**config.mk**
```make
export PLATFORM = sky130hd
export DESIGN_NAME = desc_builder
export DESIGN_NICKNAME = d
export VERILOG_FILES = /design/src/rtl/desc_builder.sv
export SDC_FILE = /design/constraint.sdc
export NUM_CORES = 1
export LEC_CHECK = 0
export ABC_AREA = 1
export CAP_MARGIN = 20
export CORE_MARGIN = 10
export CORE_UTILIZATION = 30
export CTS_CLUSTER_DIAMETER = 30
export DETAILED_ROUTE_END_ITERATION = 12
export PLACE_DENSITY = 0.59
export SYNTH_ARGS = -nofsm -noshare
export SYNTH_HDL_FRONTEND = slang
export SYNTH_SLANG_ARGS = --single-unit
```
**constraint.sdc**
```tcl
create_clock -name clk -period 16.3 [get_ports clk]
set_input_delay 1.63 -clock clk [delete_from_list [all_inputs] [get_ports clk]]
set_output_delay 1.63 -clock clk [all_outputs]
set_load 0.01 [all_outputs]
```
**src/rtl/desc_builder.sv**
```systemverilog
// Descriptor builder: admits ingress packets into a ring packet buffer, measures their length,
// and queues one descriptor per stored packet for the scheduler over a valid/ready port.
module desc_builder #(
    parameter int DATA_WIDTH    = 256,
    parameter int KEEP_WIDTH    = DATA_WIDTH / 8,
    parameter int PRIO_W        = 8,
    parameter int CHAIN_W       = 32,
    parameter int TIME_W        = 16,
    parameter int LEN_W         = 16,
    parameter int FLOW_W        = 8,
    parameter int BUF_AW        = 10,
    parameter int MAX_PKT_WORDS = 64,
    parameter int DESC_DEPTH    = 8
) (
    input  logic                    clk,
    input  logic                    rst,
    input  logic [DATA_WIDTH-1:0]   s_axis_tdata,
    input  logic [KEEP_WIDTH-1:0]   s_axis_tkeep,
    input  logic                    s_axis_tvalid,
    input  logic                    s_axis_tlast,
    output logic                    s_axis_tready,
    output logic                    desc_req,
    output logic                    desc_next,
    input  logic [PRIO_W-1:0]       p_desc_prio,
    input  logic [CHAIN_W-1:0]      p_desc_chain,
    input  logic [TIME_W-1:0]       p_desc_time,
    input  logic [LEN_W-1:0]        p_desc_pk_len,
    input  logic [FLOW_W-1:0]       p_desc_flow_id,
    output logic                    buf_wr_en,
    output logic [BUF_AW-1:0]       buf_wr_addr,
    output logic [DATA_WIDTH-1:0]   buf_wr_data,
    input  logic                    buf_free_valid,
    input  logic [BUF_AW:0]         buf_free_words,
    output logic                    m_desc_valid,
    input  logic                    m_desc_ready,
    output logic [PRIO_W+CHAIN_W+TIME_W+LEN_W+FLOW_W+BUF_AW+LEN_W:0] m_desc_data,
    output logic [15:0]             drop_count
);
    localparam int BUF_WORDS = 1 << BUF_AW;
    localparam int FIELD_W   = PRIO_W + CHAIN_W + TIME_W + LEN_W + FLOW_W;
    localparam int DESC_W    = FIELD_W + BUF_AW + LEN_W + 1;
    localparam int PC_W      = $clog2(KEEP_WIDTH + 1);
    localparam int WCNT_W    = $clog2(MAX_PKT_WORDS + 1);
    localparam int FIFO_AW   = $clog2(DESC_DEPTH);
    localparam logic [LEN_W-1:0] LEN_MAX = '1;

    typedef enum logic [1:0] {
        IDLE   = 2'd0,
        ACCEPT = 2'd1,
        DROP   = 2'd2
    } state_t;

    function automatic logic [PC_W-1:0] popcount(input logic [KEEP_WIDTH-1:0] keep);
        logic [PC_W-1:0] cnt;
        cnt = '0;
        for (int i = 0; i < KEEP_WIDTH; i++) begin
            cnt = cnt + PC_W'(keep[i]);
        end
        return cnt;
    endfunction

    state_t                 state_q;
    logic [BUF_AW-1:0]      wr_ptr_q, start_q, start_d;
    logic [BUF_AW:0]        free_q, free_d;
    logic [WCNT_W-1:0]      words_q, words_d;
    logic [LEN_W-1:0]       meas_q, meas_d;
    logic                   trunc_q, trunc_d;
    logic [FIELD_W-1:0]     fields_q, fields_d;
    logic [15:0]            drop_q;
    logic [DESC_W-1:0]      fifo_mem_q [DESC_DEPTH];
    logic [FIFO_AW-1:0]     fifo_wp_q, fifo_rp_q;
    logic [FIFO_AW:0]       fifo_cnt_q;

    logic                   beat_s, idle_s, admit_s, reject_s, latch_s, wr_s, push_s, pop_s;
    logic [PC_W-1:0]        pc_s;
    logic [LEN_W:0]         len_sum_s;
    logic [BUF_AW+1:0]      free_sum_s;
    logic [DESC_W-1:0]      push_data_s;

    // Beat qualification, admission and the next values of the per-packet accumulators
    always_comb begin
        beat_s   = s_axis_tvalid && !rst;
        idle_s   = (state_q == IDLE);
        pc_s     = popcount(s_axis_tkeep);
        // FIFO space is checked at packet start; only one packet is ever in flight, so the
        // space reserved here is still free when its descriptor is pushed.
        admit_s  = idle_s && beat_s
                   && (free_q >= (BUF_AW+1)'(MAX_PKT_WORDS))
                   && (fifo_cnt_q < (FIFO_AW+1)'(DESC_DEPTH));
        reject_s = idle_s && beat_s && !admit_s;
        latch_s  = admit_s || ((state_q == ACCEPT) && beat_s);
        wr_s     = admit_s
                   || ((state_q == ACCEPT) && beat_s && (words_q < WCNT_W'(MAX_PKT_WORDS)));
        push_s   = latch_s && s_axis_tlast;
        pop_s    = (fifo_cnt_q != '0) && m_desc_ready;
        if (idle_s) begin
            words_d   = WCNT_W'(1);
            len_sum_s = (LEN_W+1)'(pc_s);
            trunc_d   = 1'b0;
            fields_d  = {p_desc_flow_id, p_desc_pk_len, p_desc_time, p_desc_chain, p_desc_prio};
            start_d   = wr_ptr_q;
        end else begin
            words_d   = (words_q < WCNT_W'(MAX_PKT_WORDS)) ? words_q + WCNT_W'(1) : words_q;
            len_sum_s = {1'b0, meas_q} + (LEN_W+1)'(pc_s);
            trunc_d   = trunc_q || (words_q >= WCNT_W'(MAX_PKT_WORDS));
            fields_d  = fields_q;
            start_d   = start_q;
        end
        meas_d      = len_sum_s[LEN_W] ? LEN_MAX : len_sum_s[LEN_W-1:0];
        push_data_s = {trunc_d, meas_d, start_d, fields_d};
        free_sum_s  = {1'b0, free_q} - (BUF_AW+2)'(wr_s)
                      + (buf_free_valid ? {1'b0, buf_free_words} : (BUF_AW+2)'(0));
        if (free_sum_s > (BUF_AW+2)'(BUF_WORDS)) begin
            free_d = (BUF_AW+1)'(BUF_WORDS);
        end else begin
            free_d = free_sum_s[BUF_AW:0];
        end
    end

    // Packet FSM, write pointer, free-space accounting and drop counter
    always_ff @(posedge clk) begin
        if (rst) begin
            state_q  <= IDLE;
            wr_ptr_q <= '0;
            free_q   <= (BUF_AW+1)'(BUF_WORDS);
            words_q  <= '0;
            meas_q   <= '0;
            trunc_q  <= 1'b0;
            fields_q <= '0;
            start_q  <= '0;
            drop_q   <= 16'd0;
        end else begin
            case (state_q)
                IDLE: begin
                    if (beat_s && !s_axis_tlast) begin
                        state_q <= admit_s ? ACCEPT : DROP;
                    end
                end
                ACCEPT, DROP: begin
                    if (beat_s && s_axis_tlast) begin
                        state_q <= IDLE;
                    end
                end
                default: state_q <= IDLE;
            endcase
            if (latch_s) begin
                words_q  <= words_d;
                meas_q   <= meas_d;
                trunc_q  <= trunc_d;
                fields_q <= fields_d;
                start_q  <= start_d;
            end
            if (wr_s) begin
                wr_ptr_q <= wr_ptr_q + BUF_AW'(1);
            end
            free_q <= free_d;
            if (reject_s && (drop_q != 16'hFFFF)) begin
                drop_q <= drop_q + 16'd1;
            end
        end
    end

    // Descriptor FIFO; a push into the slot being popped in the same cycle is safe
    always_ff @(posedge clk) begin
        if (rst) begin
            fifo_wp_q  <= '0;
            fifo_rp_q  <= '0;
            fifo_cnt_q <= '0;
        end else begin
            if (push_s) begin
                fifo_mem_q[fifo_wp_q] <= push_data_s;
                fifo_wp_q             <= fifo_wp_q + FIFO_AW'(1);
            end
            if (pop_s) begin
                fifo_rp_q <= fifo_rp_q + FIFO_AW'(1);
            end
            fifo_cnt_q <= fifo_cnt_q + (FIFO_AW+1)'(push_s) - (FIFO_AW+1)'(pop_s);
        end
    end

    assign s_axis_tready = !rst;
    assign desc_req      = idle_s && beat_s;
    assign desc_next     = admit_s;
    assign buf_wr_en     = wr_s;
    assign buf_wr_addr   = wr_ptr_q;
    assign buf_wr_data   = s_axis_tdata;
    assign m_desc_valid  = (fifo_cnt_q != '0);
    assign m_desc_data   = fifo_mem_q[fifo_rp_q];
    assign drop_count    = drop_q;

endmodule

```
==> reports/summary.log <==
qor: setup_path.cell_seen_most_often_among_critical_path_stages sky130_fd_sc_hd__fa_1
qor: clocking.cts_max_level 4
qor: setup_path.crit_cells 23
qor: place.pre_cts_slack 7.93 ns
qor: clocking.holdBufCountCts 0
qor: clocking.clock_path_buffers 3
qor: timing.final.setup_skew 0.0800 ns
qor: setup_path.category_of_the_critical_setup_timing_path in -> reg
qor: grt.gr-usage-all-layers 16.1%
qor: layout.multi_input_comb_area 0.0119 mm²
qor: grt.grt_pass1_wl 198000 µm
qor: routing.postRouteWirelength 138000 µm
qor: setup_path.r2r.worst_path.cells 12
qor: place.place_hpwl 85400 µm
qor: timing.fin_crit_sh 46.1%
qor: routing.detail-route-antenna-nets 0
qor: setup_path.crit_family adder cells
qor: setup_path.timing.critical_path.buf_inv 6
qor: power_and_ir_drop.leakage 0.0196 µW
qor: setup_path.critPathSlowestCell sky130_fd_sc_hd__fa_1
qor: setup_path.worst-path-max-fanout 17
qor: logic_synthesis.mappedNetlistNets 4582
qor: power_and_ir_drop.sequential_share_of_power 31.8%
qor: logic_synthesis.netlist_instances 4122
qor: power_and_ir_drop.swShare 32.7%
qor: grt.grt_max_degree 231
qor: routing.first_iter_violations 2273
qor: floorplanning.top_level_ports 779
qor: floorplanning.initial_core_util 30.2%
qor: clocking.cts_root_buf sky130_fd_sc_hd__clkbuf_16
qor: clocking.clkLatencyLatePin 0.84 ns
qor: job.drv.max_cap_violation_count 0
qor: timing.timing.setup.tns 0 ns
qor: clocking.clk_pin_slew_worst_paths 0.05 ns
qor: logic_synthesis.synth_warnings 0
qor: routing.drc_errors 0
qor: layout.sequential_cell_area 0.0290 mm²
qor: timing.timing.slew.headroom 10.6%
qor: logic_synthesis.synth-seq-area-share 65.1%
qor: clocking.ctsResizeCount 0
qor: grt.gr-total-overflow 0
qor: floorplanning.design.die.area 0.164 mm²
qor: routing.routed-via-count 30100
qor: floorplanning.die_width 405 µm
qor: status.status complete, no violations
qor: setup_path.delay_of_the_slowest_cell_on_the_worst_path 0.56 ns
qor: clocking.tritoncts yes
qor: logic_synthesis.yosys_register_bits 1022
qor: grt.grt_util_met2 25.2%
qor: power_and_ir_drop.ir_drop 0.171 mV
qor: clocking.numCtsBuffers 212
qor: timing.timing.final.ws_setup 8.79 ns
qor: layout.nets 4611
qor: logic_synthesis.postSynthAreaPerCell 10.8 µm²
qor: timing.worstMarginPinSlew 1.34 ns
qor: grt.gr_util_met1 19.2%
qor: worst_hold_path.min-delay-path-class reg -> reg
qor: logic_synthesis.synthTopCellsByArea sky130_fd_sc_hd__edfxtp_1, sky130_fd_sc_hd__dfxtp_1, sky130_fd_sc_hd__nor2_1
qor: setup_path.worstPathCellList clkdlybuf4s50_1 -> inv_1 -> fa_1 -> fa_1 -> fa_1 -> fa_1 -> fa_1 -> fa_1 -> inv_1 -> ha_1 -> inv_1 -> fa_1 -> o21ai_0 -> xor2_1 -> ha_1 -> nand2_1 -> inv_1 -> a21oi_1 -> nor2_1 -> nand3_2 -> o21ai_0 -> o21bai_1 -> inv_1
qor: routing.detail_route.vias_per_cell 4.81
qor: timing.final_period_minus_worst_setup_slack 7.51 ns
qor: setup_path.cp-end-kind flop
qor: logic_synthesis.synth.distinct_cells 42
qor: timing.final-hold-violation-count 0
qor: power_and_ir_drop.switchingPower 3520 µW
qor: timing.finalSetupViolCount 0
qor: setup_path.wp_data_required 17.01 ns
qor: layout.num-fill-cells 14100
qor: power_and_ir_drop.power_frac_comb 27.1%
qor: routing.drt_pass1_iterations 5
qor: timing.grt_setup_unrepaired no
qor: grt.grt_antenna_before_repair 7
qor: grt.vias_in_the_first_global_route 29000
qor: layout.area_delta_synth_final 22.7%
qor: logic_synthesis.synth_flop_cell sky130_fd_sc_hd__edfxtp_1
qor: grt.globalRoute.busiestLayer met2
qor: logic_synthesis.synthesis.area 0.0446 mm²
qor: logic_synthesis.asyncSetResetFlopFracSynth 0%
qor: power_and_ir_drop.power.clock.fraction 41.0%
qor: clocking.post-cts-setup-buffer-count 0
qor: layout.drive_above_1_share 9.68%
qor: grt.grt_use_met3 8.12%
qor: timing.final_max_slew_viol_count 0
qor: timing.maxClockFrequency 133 MHz
qor: logic_synthesis.synth_most_common_cell sky130_fd_sc_hd__edfxtp_1
qor: setup_path.setup.worst_path.start_class input pin
qor: routing.post_drt_wl_per_cell 22.0 µm
qor: place.globalplace.congestion 0.820
qor: logic_synthesis.synth_top_cell_area_share 57.7%
qor: power_and_ir_drop.cell_internal_pwr 7240 µW
qor: setup_path.arrival 8.21 ns
qor: worst_hold_path.holdPathStages 1
qor: logic_synthesis.synth_edf_count 856
qor: floorplanning.floorplan.rows 141
qor: logic_synthesis.synth.largest_area_cell sky130_fd_sc_hd__edfxtp_1
qor: place.placement.io_buffers 266
qor: logic_synthesis.synth.cells.most_frequent sky130_fd_sc_hd__edfxtp_1, sky130_fd_sc_hd__nor2_1, sky130_fd_sc_hd__o21ai_0, sky130_fd_sc_hd__nand2_1, sky130_fd_sc_hd__buf_4
qor: floorplanning.core_area 0.148 mm²
qor: clocking.cts_sinks 1022
qor: power_and_ir_drop.pwr_density 197 mW/mm²
qor: floorplanning.die_y 405 µm
==> cell usage in the layout, fill, tap and decap left out, types with 9 or more instances in the layout <==
| cell | Yosys | layout |
|---|---|---|
| sky130_fd_sc_hd__fa_1 | 27 | 27 |
| sky130_fd_sc_hd__clkinv_4 | 0 | 13 |
| sky130_fd_sc_hd__clkinvlp_4 | 0 | 29 |
| sky130_fd_sc_hd__clkbuf_8 | 0 | 9 |
| sky130_fd_sc_hd__nand2_1 | 431 | 431 |
| sky130_fd_sc_hd__dfxtp_1 | 166 | 164 |
| sky130_fd_sc_hd__nor2_1 | 851 | 847 |
| sky130_fd_sc_hd__clkbuf_1 | 131 | 23 |
| sky130_fd_sc_hd__inv_1 | 186 | 185 |
| sky130_fd_sc_hd__buf_4 | 261 | 27 |
| sky130_fd_sc_hd__a31oi_1 | 192 | 192 |
| sky130_fd_sc_hd__nand3_1 | 50 | 50 |
| sky130_fd_sc_hd__o22ai_1 | 107 | 107 |
| sky130_fd_sc_hd__clkinv_1 | 0 | 29 |
| sky130_fd_sc_hd__o21ai_1 | 46 | 46 |
| sky130_fd_sc_hd__clkbuf_16 | 0 | 212 |
| sky130_fd_sc_hd__nand4_1 | 9 | 9 |
| sky130_fd_sc_hd__edfxtp_1 | 856 | 856 |
| sky130_fd_sc_hd__bufinv_16 | 0 | 32 |
| sky130_fd_sc_hd__clkinv_16 | 0 | 12 |
| sky130_fd_sc_hd__clkdlybuf4s50_1 | 0 | 266 |
| sky130_fd_sc_hd__inv_6 | 0 | 15 |
| sky130_fd_sc_hd__a21oi_1 | 49 | 49 |
| sky130_fd_sc_hd__o21ai_0 | 534 | 534 |
| sky130_fd_sc_hd__ha_1 | 48 | 47 |
| sky130_fd_sc_hd__clkinv_2 | 0 | 22 |
| sky130_fd_sc_hd__nor3_1 | 19 | 15 |
| sky130_fd_sc_hd__o21bai_1 | 9 | 9 |
| sky130_fd_sc_hd__xor2_1 | 13 | 13 |
==> final timing paths <==
path	start	endpoint	slack, ns
worst max-delay path	s_axis_tkeep[5]	meas_q[0]$_SDFFE_PP0N_	8.79
worst min-delay path	fifo_rp_q[2]$_SDFFE_PP0P_	fifo_rp_q[2]$_SDFFE_PP0P_	0.44
worst max register to register	state_q[0]$_SDFFE_PP0P_	fifo_mem_q[3][4]$_DFFE_PP_	11.37
worst min register to register	fifo_rp_q[2]$_SDFFE_PP0P_	fifo_rp_q[2]$_SDFFE_PP0P_	0.44
==> kinds of logic (layout without fill, tap and decap cells) <==
family | after synthesis | count (layout) | synth area share, %
adders and majority gates | 75 | 75 | 2.56
DFF | 1022 | 1022 | 65.1
buffers and inverters | 680 | 895 | 8.29
and+or+nand+nor | 1387 | 1387 | 12.2
AOI/OAI and AO/OA | 942 | 942 | 11.5
xor gates and xnor gates | 16 | 16 | 0.314
other | 0 | 2 | 0
==> area by class of cell <==
class | count | area share (%)
tap | 1930 | 4.41
clock buffer | 244 | 10.1
clock inverter | 156 | 3.76
multi-input combinational | 2420 | 21.8
sequential | 1022 | 53.1
inverter | 192 | 1.37
timing repair buffer | 303 | 5.50
antenna | 2 | 0.00915
==> state kept, by name, summed over array words and instances (netlist names), named ones only <==
| name | flops |
|---|---|
| fifo_mem_q | 856 |
| fields_q | 80 |
| drop_count | 16 |
| meas_q | 16 |
| free_q | 11 |
| buf_wr_addr | 10 |
| start_q | 10 |
| words_q | 7 |
| fifo_cnt_q | 4 |
| fifo_rp_q | 3 |
| fifo_wp_q | 3 |
| state_q | 2 |
| trunc_q | 1 |
==> power by group through the flow <==
stage / clock, µW / combinational (µW) / sequential [µW]
4_1_cts: 4490 / 2990 / 3430
2_1_floorplan: 0 / 1900 / 3440
5_1_grt: 4640 / 3300 / 3440
6_report: 4420 / 2920 / 3430
3_5_place_dp: 0 / 2970 / 3470
3_3_place_gp: 0 / 2910 / 3470
==> stage by stage <==
stage / instance area (µm²) / total power, µW / hold slack [ns] / instances / util [%]
6_report: 54700 / 10800 / 0.444 / 6269 / 37.0
3_3_place_gp: 47100 / 6370 / 0.429 / 5862 / 31.9
2_1_floorplan: 44600 / 5340 / 0.412 / 4122 / -
5_1_grt: 54700 / 11400 / 0.492 / 6267 / 37.0
3_5_place_dp: 47100 / 6450 / 0.439 / 5864 / 31.9
4_1_cts: 54700 / 10900 / 0.445 / 6264 / 37.0
==> per-layer routing <==
| layer | vias to the layer above | part of all wire (%) |
|---|---|---|
| met5 | - | 0.12 |
| li1 | 14300 | - |
| met3 | 260 | 12 |
| met2 | 1173 | 46 |
| met1 | 14400 | 40 |
| met4 | 14 | 2.7 |
(Power assumes the default switching activity.)
